===== config.mk =====
export PLATFORM = sky130hd
export DESIGN_NAME = reset_sequencer
export DESIGN_NICKNAME = d
export VERILOG_FILES = /design/src/rtl/reset_sequencer.sv
export SDC_FILE = /design/constraint.sdc
export NUM_CORES = 1
export LEC_CHECK = 0
export BUFFER_PORTS_ARGS = -buffer_cell sky130_fd_sc_hd__buf_2
export CELL_PAD_IN_SITES_DETAIL_PLACEMENT = 1
export CELL_PAD_IN_SITES_GLOBAL_PLACEMENT = 1
export CORE_ASPECT_RATIO = 1.25
export CORE_MARGIN = 3
export CORE_UTILIZATION = 48
export DETAILED_ROUTE_END_ITERATION = 10
export PLACE_DENSITY = 0.8
export SLEW_MARGIN = 15
export SYNTH_ARGS = -nofsm -noshare
export SYNTH_HDL_FRONTEND = slang
export SYNTH_SLANG_ARGS = --single-unit

===== constraint.sdc =====
create_clock -name xclk -period 5 [get_ports xclk]
set_input_delay 0.5 -clock xclk [delete_from_list [all_inputs] [get_ports xclk]]
set_output_delay 0.5 -clock xclk [all_outputs]
set_load 0.01 [all_outputs]

===== src/rtl/reset_sequencer.sv =====
`default_nettype none
// ============================================================================
// reset_sequencer : power-on hold, then staggered per-channel reset release,
//                   with restart request, hold-off, watchdog and restart count.
// Revision 1.0
// ============================================================================
module reset_sequencer #(
  parameter int NCH         = 4,
  parameter int POR_CYCLES  = 20,
  parameter int STAGE_DLY   = 8,
  parameter int WDOG_CYCLES = 0,
  parameter int CNTW        = 16
) (
  input  logic           xclk,
  input  logic           rst,
  input  logic           req_i,
  input  logic           hold_i,
  input  logic           kick_i,
  output logic [NCH-1:0] rst_o,
  output logic           done_o,
  output logic [1:0]     state_o,
  output logic           wdog_to_o,
  output logic [7:0]     restart_cnt_o
);

  localparam int              IDXW       = (NCH > 1) ? $clog2(NCH) : 1;
  localparam longint          CNT_MAX    = (64'sd1 <<< CNTW) - 64'sd1;
  localparam logic [CNTW-1:0] POR_LAST   = CNTW'(POR_CYCLES - 1);
  localparam logic [CNTW-1:0] STAGE_LAST = CNTW'(STAGE_DLY - 1);
  localparam logic [CNTW-1:0] WDOG_LAST  = (WDOG_CYCLES > 0) ? CNTW'(WDOG_CYCLES - 1) : '0;
  localparam logic [IDXW-1:0] IDX_LAST   = IDXW'(NCH - 1);

  generate
    if (NCH < 1 || POR_CYCLES < 1 || STAGE_DLY < 1 || WDOG_CYCLES < 0 ||
        longint'(POR_CYCLES) > CNT_MAX || longint'(STAGE_DLY) > CNT_MAX ||
        longint'(WDOG_CYCLES) > CNT_MAX) begin : g_cfg_err
      $error("reset_sequencer: illegal parameter set for CNTW=%0d", CNTW);
    end
  endgenerate

  typedef enum logic [1:0] {
    ST_HOLD  = 2'd0,
    ST_STAGE = 2'd1,
    ST_RUN   = 2'd2
  } state_e;

  state_e          state_q, state_d;
  logic [CNTW-1:0] cnt_q, cnt_d;
  logic [CNTW-1:0] wcnt_q, wcnt_d;
  logic [IDXW-1:0] idx_q, idx_d;
  logic [IDXW-1:0] idx_nxt;
  logic [NCH-1:0]  chan_q, chan_d;
  logic            done_q, done_d;
  logic            wdog_q, wdog_d;
  logic [7:0]      rcnt_q, rcnt_d;
  logic            do_restart;

  always_comb begin
    state_d    = state_q;
    cnt_d      = cnt_q;
    wcnt_d     = wcnt_q;
    idx_d      = idx_q;
    chan_d     = chan_q;
    done_d     = done_q;
    wdog_d     = 1'b0;
    rcnt_d     = rcnt_q;
    do_restart = 1'b0;
    idx_nxt    = idx_q + IDXW'(1);

    case (state_q)
      ST_HOLD: begin
        // A request while already holding just restarts the POR interval.
        if (hold_i || req_i) begin
          cnt_d = '0;
        end else if (cnt_q == POR_LAST) begin
          chan_d[0] = 1'b0;
          cnt_d     = '0;
          idx_d     = '0;
          if (NCH == 1) begin
            state_d = ST_RUN;
            done_d  = 1'b1;
          end else begin
            state_d = ST_STAGE;
          end
        end else begin
          cnt_d = cnt_q + CNTW'(1);
        end
      end
      ST_STAGE: begin
        if (req_i) begin
          do_restart = 1'b1;
        end else if (cnt_q == STAGE_LAST) begin
          cnt_d = '0;
          idx_d = idx_nxt;
          for (int k = 0; k < NCH; k++) begin
            if (IDXW'(k) == idx_nxt) chan_d[k] = 1'b0;
          end
          if (idx_nxt == IDX_LAST) begin
            state_d = ST_RUN;
            done_d  = 1'b1;
          end
        end else begin
          cnt_d = cnt_q + CNTW'(1);
        end
      end
      ST_RUN: begin
        if (req_i) begin
          do_restart = 1'b1;
        end else if (WDOG_CYCLES != 0) begin
          if (kick_i) begin
            wcnt_d = '0;
          end else if (wcnt_q == WDOG_LAST) begin
            wdog_d     = 1'b1;
            do_restart = 1'b1;
          end else begin
            wcnt_d = wcnt_q + CNTW'(1);
          end
        end
      end
      default: begin
        state_d = ST_HOLD;
        chan_d  = '1;
        done_d  = 1'b0;
        cnt_d   = '0;
        idx_d   = '0;
        wcnt_d  = '0;
      end
    endcase

    if (do_restart) begin
      state_d = ST_HOLD;
      chan_d  = '1;
      done_d  = 1'b0;
      cnt_d   = '0;
      idx_d   = '0;
      wcnt_d  = '0;
      if (rcnt_q != 8'hFF) rcnt_d = rcnt_q + 8'd1;
    end
  end

  always_ff @(posedge xclk) begin
    if (rst) begin
      state_q <= ST_HOLD;
      cnt_q   <= '0;
      wcnt_q  <= '0;
      idx_q   <= '0;
      chan_q  <= '1;
      done_q  <= 1'b0;
      wdog_q  <= 1'b0;
      rcnt_q  <= 8'd0;
    end else begin
      state_q <= state_d;
      cnt_q   <= cnt_d;
      wcnt_q  <= wcnt_d;
      idx_q   <= idx_d;
      chan_q  <= chan_d;
      done_q  <= done_d;
      wdog_q  <= wdog_d;
      rcnt_q  <= rcnt_d;
    end
  end

  assign rst_o         = chan_q;
  assign done_o        = done_q;
  assign state_o       = state_q;
  assign wdog_to_o     = wdog_q;
  assign restart_cnt_o = rcnt_q;

endmodule
`default_nettype wire

==> impl_metrics.ini, run 1 <==
[synth]
synth_edf_count = 0
netlist_instances = 212
async_flop_share_pct = 0
seq_area_frac_synth_pct = 33.8
yosysWarnings = 0
yosys_most_used_dff = dfxtp_1
ys_types = 50
synth_nets = 227
ys_ff_latch = 33
syn_avg_cell_area_um2 = 9.21
netlist_area_mm2 = 0.00195

[floorplan]
start_util_pct = 50.8
die_h_um = 77.3
dieArea_mm2 = 0.00488
die_x_um = 63.1
ios = 21
num_rows = 25
core_area_mm2 = 0.00385

[placed_design]
dp.final_hpwl_mm = 3.52
gp_congestion = 0.815
io_buffers = 18

[global_route]
grt_max_degree = 17
track_usage_pct = 21.0
grt_pass1_wl_mm = 8.22
antenna_found_initial = 0
grt-ovfl-total = 0
grt_pass1_vias = 1746

[detailed_routing]
drtIter0Drc = 54
wl_per_cell_um = 16.5
drtAntennaViolNets = 0
num_vias = 1716
vias_per_cell = 6.02
finalWirelength_mm = 4.72
drc = 0
dr.pass1.iters = 4

[clocking]
root_buffer = clkbuf_8
cts.sinks = 33
cts_resized = 0
cts_htree_levels = 2
clk_path_buf_depth = 2
clock_latency_ps = 290
cts_setup_buffers = 0
cts-hold-fix-buffers = 0
cts_made_buffers = 5
clkTransAtPathRegs_ps = 70
cts_tree = yes

[sta]
clock.fmax_ghz = 0.392
hold_viol_final = 0
relSlewSlack_pct = 34.8
finalCritPeriodShare_pct = 51.0
tightest_slew_ps = 978
finClkSkew_ps = 7.97
setup_viol = 0
final_max_slew_viol_count = 0
min_period_ps = 2550
finalSetupTns_ps = 0
rsz0062_at_grt = false

[final_layout]
fin_nets = 245
final_util_pct = 54.5
area_growth_pct = 7.37
drive_above_1_share_pct = 19.5
antenna_cells = 0
fillCellCount = 483

[worst_setup_path]
worst-setup-path-type = register to register
cp.required_ps = 5210
path_max_fanout = 13
crit_path_end_kind = register
critPathArrivalTime_ps = 2760
critPathLaunchType = register

[status]
status = finished, final reports clean

[min_path]
hold_path.class = register to register

[power]
ir_drop_mv = 0.162
power_density_mw_per_mm2 = 226
leakage_uw = 0.000750

[job]
drv_cap = 0
-- logic make-up (layout without fill, tap and decap cells) --
family	count (synthesis)	in the layout	share of synthesized area, %
compound gates	54	54	20.4
simple gates	90	90	28.1
mux	1	1	0.513
flops	33	33	33.8
fa+ha+maj	10	10	6.41
xor+xnor	10	10	4.48
buf+inv	13	32	6.09
other cells	1	1	0.192
-- critical path, stage by stage, from the launching register on --
cell	delay [ps]
dfxtp_1	400
inv_1	100
ha_1	330
a21oi_1	790
a32oi_1	390
o2bb2a_1	380
o21ai_0	70
-- where the power goes --
group	switching [uW]	total [uW]	internal, uW
combinational	10.9	15.5	4.64
clock	96.7	193	96.4
sequential	1.97	265	263
-- cell usage in the layout (no fill, tap or decap), types with 9 or more instances in the layout --
cell     instances
nand2_1         16
dfxtp_1         33
ha_1            10
nand4_1         11
nor2_1          20
or3_1            9
nand3_1         13
o21ai_0         11
buf_2           18
a21o_1           9
-- state kept, by name, indices dropped and copies added, names as in the netlist --
signal and flops:
idx_q 2, restart_cnt_o 8, state_o 2, cnt_q 16
done_o 1, rst_o 4
-- Yosys cell counts (2+ instances only) --
cell      number  share of area, %
dfxtp_1       33                34
nor3_1         3              0.77
and4_2         3               1.5
o21ai_0       11               2.8
or4_1          2              0.77
ha_1          10               6.4
nand2_1       16               3.1
xnor2_1        5               2.2
inv_1          6               1.2
a21oi_1        8               2.1
a21oi_2        2              0.90
nor2_1        20               3.8
o31ai_1        3               1.2
nand4_1       11               3.5
o2bb2a_1       5               2.6
clkbuf_8       3               2.1
nor4_4         3               3.3
a211oi_1       2              0.77
nand3_1       13               3.3
xor2_1         5               2.2
o21ai_1        3              0.77
or3_1          9               2.9
a21o_1         9               3.5
-- final cells by class --
class | count | area (um^2) | area share (%)
clock inverters | 2 | 10.0 | 0.477
inverters | 6 | 22.5 | 1.07
well taps | 54 | 67.6 | 3.22
repair buffers | 18 | 90.1 | 4.30
flip-flops and latches | 33 | 661 | 31.5
clock buffers | 6 | 72.6 | 3.46
multi-input cells | 166 | 1170 | 56.0
-- worst paths after layout --
check / startpoint / depth (start not counted) / slack (ps) / to
worst max-delay path: state_o[0] / 6 / 2450 / cnt_q[14]
worst min-delay path: rst_o[2] / 1 / 450 / rst_o[2]
worst max register to register: state_o[0] / 6 / 2450 / cnt_q[14]
worst min register to register: rst_o[2] / 1 / 450 / rst_o[2]
-- per-layer routing --
metal	routed length, um	share of wire [%]	track usage (%)
met1	1960	42	23.2
met3	167	3.5	5.27
met5	0	0	0
met2	2520	53	38.2
met4	68	1.4	7.28
-- stage by stage --
step           hold WS, ps  setup WS, ps  area (um^2)  power, uW  instances
6_report               454          2450         2100        474        285
2_1_floorplan          497          3140         1950        284        212
5_1_grt                482          2150         2100        494        285
4_1_cts                460          2440         2100        479        285
3_3_place_gp           429          2540         2010        286        277
3_5_place_dp           444          2460         2010        287        277
(Power assumes the default switching activity.)
==> run 2, diff against run 1 <==
--- a/config.mk
+++ b/config.mk
@@ -10,9 +10,9 @@
 export CELL_PAD_IN_SITES_GLOBAL_PLACEMENT = 1
 export CORE_ASPECT_RATIO = 1.25
 export CORE_MARGIN = 3
-export CORE_UTILIZATION = 48
+export CORE_UTILIZATION = 40
 export DETAILED_ROUTE_END_ITERATION = 10
-export PLACE_DENSITY = 0.8
+export PLACE_DENSITY = 0.71
 export SLEW_MARGIN = 15
 export SYNTH_ARGS = -nofsm -noshare
 export SYNTH_HDL_FRONTEND = slang
==> constraint.sdc (replaced) <==
create_clock -name xclk -period 2.15 [get_ports xclk]
set_input_delay 0.215 -clock xclk [delete_from_list [all_inputs] [get_ports xclk]]
set_output_delay 0.215 -clock xclk [all_outputs]
set_load 0.01 [all_outputs]
==> run 2 against run 1 <==
Worst setup slack got worse by 2200 ps. Clock skew fell by 0.77 ps. Hold slack worse by 220 ps. Clock-buffer cell count up 1. Critical endpoint is now cnt_q[10]. Die area grew 18%.
==> impl_metrics.ini, run 2 (synthesized netlist as in run 1, its figures left out) <==
[sta]
clock.fmax_ghz = 0.519
setup_viol = 0
rsz0062_at_grt = false
hold_viol_final = 0
worst_slack_ps = 225
finalCritPeriodShare_pct = 89.6
finClkSkew_ps = 7.21
final_max_slew_viol_count = 0
finalSetupTns_ps = 0
min_period_ps = 1930
timing.hold.ws_ps = 235

[worst_setup_path]
crit_end = cnt_q[10]
r2r_setup_slack_ps = 220
timing.rr.end = cnt_q[10]
cp.required_ps = 2330
path_max_fanout = 6
critPathLaunchType = register
r2r_start = state_o[0]
critPathArrivalTime_ps = 2110
worst-setup-path-type = register to register
crit_path_end_kind = register
reg2reg_depth = 7
setup.worst_path.start = state_o[0]

[clocking]
cts_setup_buffers = 0
cts.sinks = 33
cts_tree = yes
root_buffer = clkbuf_8
clk_path_buf_depth = 2
cts-hold-fix-buffers = 0
cts_made_buffers = 5
cts_resized = 0
clkTransAtPathRegs_ps = 70
clock_latency_ps = 290
cts_htree_levels = 2

[min_path]
hold_path.class = input port to register

[final_layout]
seq_area_um2 = 661
fillCellCount = 571
mostFrequentLayoutCells = 33 x dfxtp_1, 20 x nor2_1, 18 x buf_2
largest_reg_flops = 16
final_common_cell = dfxtp_1
fin_nets = 257
regMostFlops = cnt_q
antenna_cells = 0
area_growth_pct = 13.2
final_util_pct = 48.5
multi_input_area_mm2 = 0.00117
drive_above_1_share_pct = 23.9

[global_route]
track_usage_pct = 17.1
grt_max_degree = 13
grt-ovfl-total = 0
antenna_found_initial = 0
grt_pass1_wl_mm = 7.77
grt_pass1_vias = 1690

[status]
status = finished, final reports clean

[job]
drv_cap = 0

[floorplan]
core_area_mm2 = 0.00456
ios = 21
dieArea_mm2 = 0.00576
die_h_um = 84.1
num_rows = 27
start_util_pct = 42.8
die_x_um = 68.5

[power]
clockPowerShare_pct = 43.9
leakage_uw = 0.000820
p_total_uw = 1180
power_density_mw_per_mm2 = 534
seq_power_share_pct = 52.1
pwr-share-comb_pct = 4.0
p_switching_uw = 261
ir_drop_mv = 0.249
p_int_uw = 919
p_sw_share_pct = 22.1

[placed_design]
gp_congestion = 0.734
io_buffers = 18
dp.final_hpwl_mm = 3.43
dp_slack_ps = 180

[detailed_routing]
vias_per_cell = 5.69
drtIter0Drc = 50
drc = 0
drtAntennaViolNets = 0
num_vias = 1712
finalWirelength_mm = 4.56
dr.pass1.iters = 4
wl_per_cell_um = 15.1
[run 2: per-stage QoR]
stage / cells / instance area [um^2]
after floorplan: 212 / 1950
after global placement: 293 / 2110
after detailed placement: 293 / 2110
after CTS: 301 / 2210
after global routing: 301 / 2210
final: 301 / 2210
[run 2: worst min-delay path by stage]
stage             start          endpoint  depth (start not counted)
2_1_floorplan  rst_o[0]          rst_o[0]                          1
3_3_place_gp   rst_o[2]          rst_o[2]                          1
3_5_place_dp   rst_o[1]          rst_o[1]                          1
4_1_cts             rst  restart_cnt_o[0]                          2
5_1_grt             rst  restart_cnt_o[4]                          2
6_report            rst  restart_cnt_o[7]                          2
[run 2: final cells by class]
cell class	instances	share of cell area (%)
clock inverters	1	0.226
well taps	58	3.28
inverters	6	1.02
flip-flops and latches	33	29.9
multi-input cells	166	53.1
clock buffers	7	4.36
repair buffers	30	8.15
[run 2: power by group through the flow]
| stage | Sequential [uW] | Combinational [uW] | Clock, uW |
|---|---|---|---|
| after floorplan | 629 | 31.1 | 0 |
| after global placement | 629 | 45.4 | 0 |
| after detailed placement | 629 | 46.6 | 0 |
| after CTS | 615 | 46.9 | 541 |
| after global routing | 615 | 51.1 | 563 |
| final | 615 | 46.7 | 519 |
[run 2: critical path, stage by stage (launching register included)]
cell and delay (ps):
dfxtp_1 340, inv_1 90, ha_1 220, or3b_4 420, nor2_1 100, a22o_2 220
nand2_2 120, o311ai_1 310
[run 2: metal layers]
metal	track usage [%]	wire, um	vias up
met1	21.2	2100	839
met4	6.33	62	0
met3	3.77	146	6
met2	28.1	2250	23
met5	0	0	-
li1	-	-	844
==> run 3, diff against run 2 <==
--- a/config.mk
+++ b/config.mk
@@ -5,6 +5,7 @@
 export SDC_FILE = /design/constraint.sdc
 export NUM_CORES = 1
 export LEC_CHECK = 0
+export ABC_AREA = 0
 export BUFFER_PORTS_ARGS = -buffer_cell sky130_fd_sc_hd__buf_2
 export CELL_PAD_IN_SITES_DETAIL_PLACEMENT = 1
 export CELL_PAD_IN_SITES_GLOBAL_PLACEMENT = 1
@@ -12,7 +13,8 @@
 export CORE_MARGIN = 3
 export CORE_UTILIZATION = 40
 export DETAILED_ROUTE_END_ITERATION = 10
-export PLACE_DENSITY = 0.71
+export PLACE_DENSITY = 0.74
+export REMOVE_ABC_BUFFERS = 1
 export SLEW_MARGIN = 15
 export SYNTH_ARGS = -nofsm -noshare
 export SYNTH_HDL_FRONTEND = slang
==> run 3 against run 2 <==
Cell count rose by 0.66%. Core utilization is the same. Sequential share of layout area stayed put. Sequential power about the same. Critical path depth increased by 1. Via count shrank 0.53%. Clock power down 9.4%. Register-to-register slack hardly changed. Hold slack worse by 13 ps. Power fell by 4.0%. Critical endpoint is now cnt_q[9]. Clock skew fell by 3.5 ps. Non-clock buffer count up 2.
==> impl_metrics.ini, run 3 (synthesized netlist as in run 1, its figures left out) <==
[clocking]
cts_tree = yes
cts_resized = 0
cts-hold-fix-buffers = 0
clkTransAtPathRegs_ps = 70
cts_htree_levels = 2
clk_path_buf_depth = 2
cts_made_buffers = 5
clock_latency_ps = 290
root_buffer = clkbuf_8
cts_setup_buffers = 0
cts.sinks = 33

[floorplan]
dieArea_mm2 = 0.00576
num_rows = 27
core_area_mm2 = 0.00456
die_x_um = 68.5
ios = 21
die_h_um = 84.1
start_util_pct = 42.8

[worst_setup_path]
reg2reg_depth = 8
critPathLaunchType = register
r2r_setup_slack_ps = 220
worst-setup-path-type = register to register
timing.rr.end = cnt_q[9]
setup.worst_path.start = state_o[1]
critPathArrivalTime_ps = 2130
r2r_start = state_o[1]
cp.required_ps = 2350
crit_path_end_kind = register
path_max_fanout = 6

[final_layout]
final_util_pct = 48.5
area_growth_pct = 13.2
drive_above_1_share_pct = 24.5
fin_area_mm2 = 0.00221
mostFrequentLayoutCells = 33 x dfxtp_1, 20 x nor2_1, 18 x buf_2
regMostFlops = cnt_q
final_common_cell = dfxtp_1
fin_nets = 259
fillCellCount = 563
largest_reg_flops = 16
antenna_cells = 0

[global_route]
grt_max_degree = 13
grt-ovfl-total = 0
antenna_found_initial = 0
track_usage_pct = 17.4
grt_pass1_wl_mm = 7.83
grt_pass1_vias = 1710

[sta]
finalSetupTns_ps = 0
clock.fmax_ghz = 0.519
finClkSkew_ps = 3.73
rsz0062_at_grt = false
finalCritPeriodShare_pct = 89.6
final_max_slew_viol_count = 0
setup_viol = 0
worst_slack_ps = 224
hold_viol_final = 0
min_period_ps = 1930

[min_path]
hold_depth = 2
min_to = restart_cnt_o[5]
holdCritStartpoint = rst
hold_path.class = input port to register

[placed_design]
dp_slack_ps = 227
gp_congestion = 0.751
io_buffers = 18
dp.final_hpwl_mm = 3.44
place_area_mm2 = 0.00212

[power]
pwr-share-comb_pct = 4.1
power_density_mw_per_mm2 = 512
ir_drop_mv = 0.366
clockPowerShare_pct = 41.5
p_total_uw = 1130
p_switching_uw = 279
p_int_uw = 854
seq_power_share_pct = 54.4
p_sw_share_pct = 24.6
leakage_uw = 0.000818

[detailed_routing]
drc = 0
dr.pass1.iters = 4
drtIter0Drc = 66
vias_per_cell = 5.62
drtAntennaViolNets = 0
finalWirelength_mm = 4.59
wl_per_cell_um = 15.1
num_vias = 1703

[job]
drv_cap = 0

[status]
status = finished, final reports clean
-- run 3: changes by cell type in the layout (fill, tap and decap cells not counted), sizes merged --
cell	before	now
clkinv	1	2
clkinvlp	0	1
clkbuf	7	5
buf	30	32
-- run 3: through the flow --
stage          hold WS [ps]  cells
2_1_floorplan           284    205
3_3_place_gp            429    295
3_5_place_dp            439    295
4_1_cts                 218    303
5_1_grt                 227    303
6_report                223    303
-- run 3: how the worst max path moves through the flow --
stage	endpoint	slack, ps
2_1_floorplan	cnt_q[9]	20
3_3_place_gp	cnt_q[9]	280
3_5_place_dp	cnt_q[9]	230
4_1_cts	cnt_q[9]	210
5_1_grt	cnt_q[10]	60
6_report	cnt_q[9]	220
-- run 3: final cells by class --
type | instances | area (um^2) | area share [%]
clock buffers | 5 | 68.8 | 3.11
well taps | 58 | 72.6 | 3.28
multi-input cells | 166 | 1170 | 53.1
flip-flops and latches | 33 | 661 | 29.9
inverters | 6 | 22.5 | 1.02
clock inverters | 3 | 17.5 | 0.792
repair buffers | 32 | 195 | 8.83
-- run 3: routing by layer --
metal | global-route usage [%] | vias up | routed length [um]
li1 | - | 849 | -
met1 | 20.7 | 825 | 2100
met2 | 29.5 | 23 | 2290
met3 | 3.64 | 6 | 135
met4 | 6.69 | 0 | 63
met5 | 0 | - | 0
-- run 3: critical path, cell delays in order (launching register included) --
cell and delay (ps):
dfxtp_1 330, inv_1 100, ha_1 230, or3b_4 420, nor3_1 150, a32oi_1 80
buf_4 180, o2bb2a_1 280, o31ai_1 60
-- run 3: power groups by stage --
stage / Sequential [uW] / Combinational (uW) / Clock, uW
floorplan: 629 / 21.2 / 0
global placement: 630 / 45.6 / 0
detailed placement: 630 / 46.7 / 0
CTS: 615 / 47.1 / 490
global route: 616 / 51.4 / 514
finish: 615 / 47.0 / 470
